**src/rtl/cla_shared_adder_sched.sv**
```systemverilog
// Two-requester round-robin front end for a single 4-bit carry-lookahead slice.
// Each granted operation is summed one nibble per clock, LSB nibble first, with a registered carry.

module cla_shared_adder_sched_cla4 (
    input  logic [3:0] a,
    input  logic [3:0] b,
    input  logic       ci,
    output logic [3:0] sum,
    output logic       co
);
    logic [3:0] g;
    logic [3:0] p;
    logic [3:0] c;

    always_comb begin
        g    = a & b;
        p    = a ^ b;
        c[0] = ci;
        c[1] = g[0] | (p[0] & ci);
        c[2] = g[1] | (p[1] & g[0]) | (p[1] & p[0] & ci);
        c[3] = g[2] | (p[2] & g[1]) | (p[2] & p[1] & g[0]) | (p[2] & p[1] & p[0] & ci);
        co   = g[3] | (p[3] & g[2]) | (p[3] & p[2] & g[1]) | (p[3] & p[2] & p[1] & g[0])
             | (p[3] & p[2] & p[1] & p[0] & ci);
        sum  = p ^ c;
    end
endmodule

module cla_shared_adder_sched #(
    parameter  int NIB = 4,
    localparam int W   = 4 * NIB,
    localparam int CW  = (NIB > 1) ? $clog2(NIB) : 1
) (
    input  logic         clk,
    input  logic         rst,
    input  logic         req0,
    input  logic [W-1:0] a0,
    input  logic [W-1:0] b0,
    input  logic         c0,
    output logic         gnt0,
    input  logic         req1,
    input  logic [W-1:0] a1,
    input  logic [W-1:0] b1,
    input  logic         c1,
    output logic         gnt1,
    output logic [W-1:0] s,
    output logic         cout,
    output logic         id,
    output logic         done,
    output logic         busy
);
    typedef enum logic [1:0] {IDLE, RUN, DONE} state_t;

    state_t        state, state_nx;
    logic [W-1:0]  op_a, op_b, acc, acc_nx;
    logic [W-1:0]  sh_a, sh_b, nib_mask;
    logic [CW-1:0] cnt;
    logic          carry, rr, own, win, any_req, last;
    logic [3:0]    sn;
    logic          co;

    // rr only breaks ties; a lone requester always wins
    always_comb begin
        any_req = req0 | req1;
        win     = (req0 && req1) ? rr : req1;
        last    = (cnt == CW'(NIB - 1));
    end

    // Select the active nibble by shifting rather than an indexed slice, so
    // non-power-of-two NIB never forms an out-of-range select.
    always_comb begin
        sh_a     = op_a >> {cnt, 2'b00};
        sh_b     = op_b >> {cnt, 2'b00};
        nib_mask = W'(4'hF) << {cnt, 2'b00};
        acc_nx   = (acc & ~nib_mask) | (W'(sn) << {cnt, 2'b00});
    end

    cla_shared_adder_sched_cla4 u_cla (
        .a  (sh_a[3:0]),
        .b  (sh_b[3:0]),
        .ci (carry),
        .sum(sn),
        .co (co)
    );

    always_comb begin
        state_nx = state;
        gnt0     = 1'b0;
        gnt1     = 1'b0;
        done     = (state == DONE);
        busy     = (state != IDLE);
        case (state)
            IDLE: if (any_req) begin
                gnt0     = ~win;
                gnt1     = win;
                state_nx = RUN;
            end
            RUN:     if (last) state_nx = DONE;
            DONE:    state_nx = IDLE;
            default: state_nx = IDLE;
        endcase
    end

    always_ff @(posedge clk or posedge rst) begin
        if (rst) begin
            state <= IDLE;
            op_a  <= '0;
            op_b  <= '0;
            carry <= 1'b0;
            acc   <= '0;
            cnt   <= '0;
            rr    <= 1'b0;
            own   <= 1'b0;
            s     <= '0;
            cout  <= 1'b0;
            id    <= 1'b0;
        end else begin
            state <= state_nx;
            case (state)
                IDLE: if (any_req) begin
                    op_a  <= win ? a1 : a0;
                    op_b  <= win ? b1 : b0;
                    carry <= win ? c1 : c0;
                    own   <= win;
                    rr    <= ~win;
                    cnt   <= '0;
                end
                RUN: begin
                    acc   <= acc_nx;
                    carry <= co;
                    cnt   <= cnt + CW'(1);
                    if (last) begin
                        s    <= acc_nx;
                        cout <= co;
                        id   <= own;
                    end
                end
                default: ;
            endcase
        end
    end
endmodule

```
**config.mk**
```make
export PLATFORM = sky130hd
export DESIGN_NAME = cla_shared_adder_sched
export DESIGN_NICKNAME = d
export VERILOG_FILES = /design/src/rtl/cla_shared_adder_sched.sv
export SDC_FILE = /design/constraint.sdc
export NUM_CORES = 1
export LEC_CHECK = 0
export BUFFER_PORTS_ARGS = -buffer_cell sky130_fd_sc_hd__buf_2
export CELL_PAD_IN_SITES_DETAIL_PLACEMENT = 1
export CELL_PAD_IN_SITES_GLOBAL_PLACEMENT = 1
export CORE_MARGIN = 5
export CORE_UTILIZATION = 36
export CTS_CLUSTER_SIZE = 10
export DETAILED_ROUTE_END_ITERATION = 8
export GPL_TIMING_DRIVEN = 0
export PLACE_DENSITY_LB_ADDON = 0.1
export RECOVER_POWER = 25
export SETUP_SLACK_MARGIN = 0.2
export SLEW_MARGIN = 10
export SYNTH_ARGS = -nofsm -noshare
export SYNTH_HDL_FRONTEND = slang
export SYNTH_HIERARCHICAL = 1
export SYNTH_SLANG_ARGS = --single-unit
```
**constraint.sdc**
```tcl
create_clock -name clk -period 2.4 [get_ports clk]
set_input_delay 0.6 -clock clk [delete_from_list [all_inputs] [get_ports clk]]
set_output_delay 0.6 -clock clk [all_outputs]
set_load 0.1 [all_outputs]
```
==> flow_summary_export.csv <==
group,metric,value,unit
grt,grt_pass1_wl,14720,um
cells_and_area,final_common_cell,"buf_2",
sta,finalHoldViolCount,0,
run_status,outcome,"complete, but fails checks",
cells_and_area,layout-drive-gt1-share,38.86,%
floorplan,io_pins,92,
run_status,violations,"capacitance limit, setup timing",
sta,grt_setup_unrepaired,"true",
floorplan,die_area,11690,um2
cells_and_area,nets,515,
setup_path,crit_path_max_fanout,7,
yosys,async_reset_ff_share,100.0,%
cells_and_area,fill_cells,1068,
grt,antenna_found_initial,0,
drt,totalWireLength,9127,um
yosys,syn_inst,322,
setup_path,worst-setup-path-type,"flip-flop to flip-flop",
drt,antenna_left,0,
clock_network,clockBufferDepth,2,
cells_and_area,layout_common_cells,"buf_2, dfrtp_1, nand2_1",
grt,grt.total_usage,16.41,%
hold_path,hp-class,"flip-flop to flip-flop",
yosys,syn_nets,401,
cells_and_area,area_growth,32.89,%
drt,routedWlPerCell,16.04,um
clock_network,htreeDepth,3,
floorplan,start_util,37.16,%
grt,grt_max_degree,37,
yosys,ys_seq_elements,69,
setup_path,worstSetupStartpointType,"flip-flop",
placement,hpwl,6600,um
yosys,synth_area,3466,um2
setup_path,cp-end-kind,"flip-flop",
grt,overflow,0,
sta,slew_headroom,0.5040,%
cells_and_area,final_util,49.38,%
grt,grt_pass1_vias,2936,
clock_network,clock_latency,0.34,ns
floorplan,rows,35,
clock_network,clock-sinks,69,
yosys,synth.area.top_cells,"dfrtp_1, mux2i_1, o21ai_0",
drt,drtIter0Drc,56,
sta,finalCritPeriodShare,102.6,%
sta,finalSetupTns,-0.1457,ns
sta,max_freq,405.9,MHz
yosys,synth_edf_count,0,
drt,vias_per_cell,4.826,
drt,firstDrtPassIters,4,
drt,drc_errors,0,
yosys,yosys_most_used_dff,"dfrtp_1",
floorplan,core,9328,um2
floorplan,die_x,108.1,um
yosys,yosysUniqueCellTypes,31,
clock_network,cts.reportedPaths.clkPinSlew,0.08,ns
yosys,avgSynthCellArea,10.76,um2
clock_network,cts_tree,"built",
floorplan,die_h,108.1,um
sta,finalClockSkew,0.01528,ns
yosys,synth_top_area_share,49.82,%
sta,worst_slack,-0.06359,ns
placement,gp_congestion,0.7375,
drt,dr_total_vias,2746,
job,maxCapViolCount,1,
setup_path,worstPathRequired,2.62,ns
cells_and_area,antenna_cells,0,
yosys,yosys_warnings,6,
sta,setup_viol,4,
yosys,synth_top_area_cell,"dfrtp_1",
sta,drv_slew,0,
clock_network,cts_root_buffer,"clkbuf_8",
yosys,ys_seq_area_share,49.82,%
setup_path,cp_data_arrival_time,2.69,ns
clock_network,cts_buffers,9,
placement,io_buffers,90,
sta,tightest_slew,1.484,ns
clock_network,cts-hold-fix-buffers,0,
sta,min_period,2.464,ns
[cells by family (layout without fill, tap and decap cells)]
kind of cell               Yosys count  after routing  synth area share (%)
AOI/OAI and AO/OA                   85             85                 14.84
and+or+nand+nor                     85             85                 11.16
DFF                                 69             69                 49.82
muxes                               43             43                 15.38
buffers and inverters               28            146                 4.585
adders and majority gates            9              9                 3.466
xor gates and xnor gates             3              3                0.7583
[routing by layer]
metal  GRT usage (%)  vias up  share of wire [%]
li1                -     1362                  -
met5               0        -                  0
met2           28.55       59                 51
met3           2.687       10                3.8
met1           20.68     1315                 44
met4           5.681        0                1.2
[per-stage QoR]
step / area, um2 / setup WS (ns) / cells / hold WS [ns]
after floorplan: 3522 / -0.06332 / 322 / 0.4425
after global placement: 4134 / -0.3233 / 541 / 0.4565
after detailed placement: 4154 / -0.3266 / 542 / 0.4656
after CTS: 4566 / -0.02685 / 567 / 0.3923
after global routing: 4606 / -0.1164 / 569 / 0.4956
final: 4606 / -0.06359 / 569 / 0.4750
[path summary, 6_finish.rpt]
kind                                     from              endpoint  slack [ns]  cells after the start
setup / recovery           cnt[0]$_DFFE_PP0P_   acc[11]$_DFFE_PP0N_       -0.06                      8
hold / removal              s[13]$_DFFE_PP0P_     s[13]$_DFFE_PP0P_        0.47                      2
setup reg to reg           cnt[0]$_DFFE_PP0P_   acc[11]$_DFFE_PP0N_       -0.06                      8
hold reg to reg             s[13]$_DFFE_PP0P_     s[13]$_DFFE_PP0P_        0.47                      2
max in group asynchronous                 rst  state[0]$_DFFE_PP0P_        0.33                      3
min in group asynchronous                 rst     s[15]$_DFFE_PP0P_        0.58                      2
[worst max-delay path, cell delays in order, from the launching register on]
cell and delay (ns):
dfrtp_2 0.41, buf_12 0.14, mux4_2 0.55, ha_4 0.27
a21o_1 0.18, a31o_1 0.21, xor2_1 0.16, clkbuf_8 0.17
a32o_1 0.25
[synthesized netlist by cell type (2+ instances only)]
| library cell | instances |
|---|---|
| a21o_1 | 4 |
| nor2_2 | 5 |
| dfrtp_1 | 69 |
| buf_8 | 3 |
| nand2_1 | 59 |
| clkbuf_1 | 10 |
| a21oi_1 | 15 |
| ha_1 | 8 |
| nor2b_1 | 13 |
| buf_4 | 3 |
| nand3_1 | 3 |
| mux4_2 | 8 |
| a32o_1 | 12 |
| buf_2 | 7 |
| mux2_1 | 2 |
| o21ai_0 | 45 |
| mux2i_1 | 33 |
| xor2_1 | 2 |
| inv_1 | 5 |
| o21ai_1 | 5 |
[timing repair]
item	in CTS	in global routing
hold endpoints to repair	0	0
setup endpoints to repair	32	32
pin swaps	9	7
buffers inserted	10	2
resized for setup	33	16
[area by class of cell]
type / count / area [um2] / area share (%)
plain buffers: 23 / 203.9 / 4.428
clock buffers: 14 / 172.7 / 3.749
clock inverters: 1 / 30.03 / 0.6520
inverters: 5 / 23.77 / 0.5162
multi-input cells: 225 / 1698 / 36.86
flip-flops and latches: 69 / 1729 / 37.54
well taps: 129 / 161.4 / 3.504
repair buffers: 103 / 586.8 / 12.74
[registers in the layout, indices dropped and copies added, names as in the netlist]
signal  cells
id          1
state       2
s          16
cnt         2
carry       1
op_a       16
acc        12
cout        1
rr          1
op_b       16
own         1
Power is left out: the tool's default activity adds up to more than one toggle a clock period on the data nets, which glitch-free logic cannot reach.
